--- src/rtl/shift_add_mult_seq.sv ---
// Sequential shift-add multiplier controller feeding an external 2*WIDTH adder.
// One multiplier bit per cycle; product registered with a one-cycle done pulse.
module shift_add_mult_seq #(
  parameter int WIDTH = 8
) (
  input  logic               clk,
  input  logic               rst,
  input  logic               start,
  input  logic [WIDTH-1:0]   multiplicand,
  input  logic [WIDTH-1:0]   multiplier,
  output logic               busy,
  output logic               done,
  output logic [2*WIDTH-1:0] product,
  output logic [2*WIDTH-1:0] add_a,
  output logic [2*WIDTH-1:0] add_b,
  input  logic [2*WIDTH-1:0] add_sum
);

  localparam int PW = 2 * WIDTH;
  localparam int IW = $clog2(WIDTH);
  localparam int CW = IW + 1;

  typedef enum logic [1:0] {
    S_IDLE,
    S_ADD,
    S_DONE
  } state_t;

  state_t           r_state;
  state_t           w_next;
  logic [PW-1:0]    r_mcand;
  logic [WIDTH-1:0] r_mplier;
  logic [PW-1:0]    r_acc;
  logic [PW-1:0]    r_prod;
  logic [CW-1:0]    r_cnt;
  logic             r_busy;
  logic             r_done;

  logic             w_last;
  logic             w_bit;
  logic [PW-1:0]    w_add_a;
  logic [PW-1:0]    w_add_b;

  assign w_last = (r_cnt == CW'(WIDTH - 1));
  assign w_bit  = r_mplier[r_cnt[IW-1:0]];

  always_comb begin
    w_next  = r_state;
    w_add_a = '0;
    w_add_b = '0;
    unique case (r_state)
      S_IDLE: begin
        if (start) w_next = S_ADD;
      end
      S_ADD: begin
        w_add_a = r_acc;
        w_add_b = w_bit ? (r_mcand << r_cnt) : '0;
        if (w_last) w_next = S_DONE;
      end
      S_DONE: begin
        w_next = S_IDLE;
      end
      default: begin
        w_next = S_IDLE;
      end
    endcase
  end

  always_ff @(posedge clk or posedge rst) begin
    if (rst) begin
      r_state  <= S_IDLE;
      r_mcand  <= '0;
      r_mplier <= '0;
      r_acc    <= '0;
      r_cnt    <= '0;
      r_prod   <= '0;
      r_busy   <= 1'b0;
      r_done   <= 1'b0;
    end else begin
      r_state <= w_next;
      // status flags follow the next state so they are registered, not decoded
      r_busy  <= (w_next != S_IDLE);
      r_done  <= (w_next == S_DONE);
      unique case (r_state)
        S_IDLE: begin
          if (start) begin
            r_mcand  <= PW'(multiplicand);
            r_mplier <= multiplier;
            r_acc    <= '0;
            r_cnt    <= '0;
          end
        end
        S_ADD: begin
          r_acc <= add_sum;
          r_cnt <= r_cnt + 1'b1;
          if (w_last) r_prod <= add_sum;
        end
        default: begin
        end
      endcase
    end
  end

  assign busy    = r_busy;
  assign done    = r_done;
  assign product = r_prod;
  assign add_a   = w_add_a;
  assign add_b   = w_add_b;

endmodule

--- config.mk ---
export PLATFORM = sky130hd
export DESIGN_NAME = shift_add_mult_seq
export DESIGN_NICKNAME = d
export VERILOG_FILES = /design/src/rtl/shift_add_mult_seq.sv
export SDC_FILE = /design/constraint.sdc
export NUM_CORES = 1
export LEC_CHECK = 0
export CAP_MARGIN = 40
export CORE_ASPECT_RATIO = 1.4
export CORE_MARGIN = 5
export CORE_UTILIZATION = 28
export CTS_CLUSTER_SIZE = 14
export DETAILED_ROUTE_END_ITERATION = 12
export HOLD_SLACK_MARGIN = 0.15
export PLACE_DENSITY = 0.63
export SKIP_LAST_GASP = 1
export SLEW_MARGIN = 10
export SYNTH_ARGS = -nofsm -noshare
export SYNTH_HDL_FRONTEND = slang
export SYNTH_SLANG_ARGS = --single-unit
--- constraint.sdc ---
create_clock -name clk -period 2.3 [get_ports clk]
set_clock_uncertainty 0.05 [all_clocks]
set_input_delay 0.23 -clock clk [delete_from_list [all_inputs] [get_ports clk]]
set_output_delay 0.23 -clock clk [all_outputs]
set_load 0.01 [all_outputs]
==> summary.txt <==
Timing
  – RSZ-0062 raised after global routing: yes
  – Setup Viol. Count Final: 2
  – Worst setup margin: -0.0174 ns
  – Final Max Slew Viols: 0
  – Final Hold Vio Count: 0
  – Worst relative slew slack: 0.654
  – Slew @ Worst Pin: 0.518 ns
  – Min cycle time layout: 2.32 ns
  – Fin crit share: 1.01
  – Fmax: 432 MHz

Floorplanning
  – Die X: 94.2 um
  – Area of the core: 0.00979 sq mm
  – Die area: 0.0121 sq mm
  – Std-Cell Rows: 43
  – Starting Density: 0.284
  – # IOs: 85
  – Die Span Y: 128 um

Drt
  – WL/cell: 15.5 um
  – DRC violations left: 0
  – Initial DRC count: 58
  – Vias/cell: 4.60
  – Routed WL: 7.33 mm
  – Vias: 2177
  – Post-route ant nets: 0
  – Drt pass-1 iters: 4

CTS
  – TritonCTS Buffers: 5
  – Sink Count: 56
  – # hold bufs at CTS: 0
  – CTS tree: yes
  – Clk buf depth: 2
  – Clock-pin transition on the worst setup and hold timing paths: 0.08 ns
  – H-tree levels: 2
  – Skew-Pair Late Insertion Delay: 0.29 ns
  – Root Buffer: clkbuf_16

Critical path
  – Required @ worst endpoint: 2.02 ns
  – Worst path bufs/invs: 2
  – Critical Path Slowest Stage Cell: mux4_2
  – Slowest stage delay, CP: 0.50 ns
  – Startpoint Class: register
  – Critical Path, Cell by Cell: buf_4, mux4_2, mux2_4, nor2b_1, dlygate4sd2_1
  – Critical path endpoint category: output port
  – CP Class: register to output port
  – Max FO, Critical Path: 5
  – CP top delay family: multiplexers
  – Worst R2R Setup Slack: 0.45 ns
  – Crit path DAT: 2.04 ns

Yosys
  – Post-Syn Nets: 263
  – Multiplexer share of the synthesized area: 0.222
  – Synth area leaders: dfrtp_1 (50%), mux2_2 (11%), a22o_1 (5.4%)
  – Cells after Synth: 227
  – Post-Synth XOR/XNOR Area: 0
  – Synth top area share: 0.504
  – Largest family of logic cells by synthesized area: multiplexers
  – Syn_area_per_cell: 12.2 sq um
  – Biggest area consumer among synthesized cells: dfrtp_1
  – Flops & latches, synth: 56
  – Sequential area share after synthesis: 0.504
  – Synth Area in Adders: 0.00450
  – Compound-Gate Fraction of Synth Area: 0.102
  – Ys Warns: 0
  – Cell Area, Synth: 0.00278 sq mm
  – Netlist cell types: 42
  – Simple-gate share of the synthesized area: 0.126

Cells and area
  – Commonest non-fill, non-tap cells in the layout: clkdlybuf4s50_1 (68), dfrtp_1 (54), buf_4 (29)
  – Layout cells sized above 1: 0.337
  – Layout overhead on the synthesized area: 52.3%
  – Antenna Cells: 0
  – Fin area: 0.00424 sq mm
  – Commonest non-fill, non-tap cell in the layout: clkdlybuf4s50_1
  – Nets: 373

Power and ir drop
  – P per Cell Area: 1490 mW/mm^2
  – Worst VDD drop: 0.000550 V
  – Gate power share: 0.600
  – Total power: 6.32 mW
  – Sw power: 2.29 mW
  – Switching Fraction: 0.362
  – LEAKAGE: 1.83 nW
  – Internal: 4.03 mW
  – Seq pwr share: 0.277
  – Clock Power Share: 0.123

Global route
  – Vias in the first global route: 2369
  – Initial antenna violation count: 0
  – Global-route wire length before repair: 11.6 mm
  – Gr ovfl total: 0
  – All-layer global routing usage: 0.123
  – Largest net degree at the start of global routing: 36

Placement
  – Area of placed instances: 0.00394 sq mm
  – Gpl congestion: 0.868
  – Hpwl dp: 5.48 mm
  – # port buffers: 84
  – DP Worst Slack: -0.0645 ns

Outcome
  – Status: finished, violations left
  – Violated checks: negative setup slack

Min path
  – Hold Path Class: primary input to asynchronous set/reset pin

Job
  – Max Cap Violations: 0
==> synthesized netlist by cell type <==
| library cell | number |
|---|---|
| dfrtp_1 | 56 |
| mux2_2 | 26 |
| a22o_1 | 17 |
| and2_1 | 16 |
| nor2_1 | 15 |
| mux2i_1 | 10 |
| mux2_4 | 9 |
| clkbuf_1 | 7 |
| inv_1 | 6 |
| nand2_1 | 6 |
| o21ai_0 | 6 |
| buf_2 | 5 |
| mux4_2 | 4 |
| nor3_1 | 4 |
| a21oi_1 | 3 |
| a22oi_1 | 3 |
| a31oi_1 | 3 |
| buf_4 | 3 |
| nand4_1 | 2 |
| nand4b_1 | 2 |
| nor2b_1 | 2 |
| or3_1 | 2 |
| a211oi_1 | 1 |
| a221oi_1 | 1 |
| and2b_1 | 1 |
| buf_1 | 1 |
| buf_8 | 1 |
| ha_1 | 1 |
| nand2_4 | 1 |
| nand3_1 | 1 |
| nor3_4 | 1 |
| nor3b_1 | 1 |
| nor3b_2 | 1 |
| nor4_1 | 1 |
| nor4b_1 | 1 |
| o211ai_1 | 1 |
| o21a_1 | 1 |
| o21bai_1 | 1 |
| o311ai_0 | 1 |
| or2_1 | 1 |
| or2b_1 | 1 |
| or4_1 | 1 |
==> metal layers <==
layer / share of wire / global-route usage
met5: 0 / 0
met1: 0.39 / 0.137
met2: 0.54 / 0.227
met3: 0.047 / 0.0288
met4: 0.026 / 0.0383
==> area by class of cell <==
cell class              count  area, sq um
flip-flops and latches     56         1400
fillers                   961         5560
inverters                   6         22.5
multi-input cells         148         1360
well taps                 135          169
repair buffers            120         1120
clock buffers               5          125
clock inverters             3         26.3
==> metrics by stage <==
stage	std cells	utilization	TNS [ns]	hold WS (ns)
2_1_floorplan	227	-	0	0.313
3_3_place_gp	456	0.403	-0.0588	0.430
3_5_place_dp	456	0.403	-0.464	0.433
4_1_cts	471	0.425	-0.560	0.258
5_1_grt	473	0.433	-0.308	0.288
6_report	473	0.433	-0.0225	0.236
==> registers in the layout (all words and copies together), names as in the netlist <==
register / count
r_mcand: 8
r_mplier: 8
r_cnt: 4
busy: 1
r_state: 2
r_acc: 16
done: 1
product: 16
==> power by group through the flow <==
stage                     Clock, mW  Sequential [mW]  Combinational (mW)
after global routing          0.846             1.82                4.09
after floorplan                   0             1.73                1.84
after CTS                     0.811             1.75                3.59
after detailed placement          0             1.76                3.41
after global placement            0             1.76                3.38
final                         0.776             1.75                3.79
==> timing repair <==
item | 4_1_cts | 5_1_grt
buffers inserted | 7 | 2
endpoints found under the setup margin | 16 | 10
resized for setup | 40 | 29
pin swaps | 0 | 3
==> worst paths after layout <==
kind / start / endpoint / depth (start not counted)
max: r_cnt[0] / add_b[4] / 5
min: rst / product[2] / 2
max reg2reg: r_cnt[1] / product[10] / 7
min reg2reg: r_acc[9] / r_acc[9] / 1
max in group asynchronous: rst / r_acc[13] / 3
min in group clk: r_acc[9] / r_acc[9] / 1
==> cell families (layout without fill, tap and decap cells) <==
group,Yosys count,after routing
buffers and inverters,23,134
AND/OR/NAND/NOR,60,60
adder cells (fa/ha/maj),1,1
flip-flops,56,56
AO/OA/AOI/OAI,38,38
multiplexers,49,49
Power figures use the tool's default switching activity.
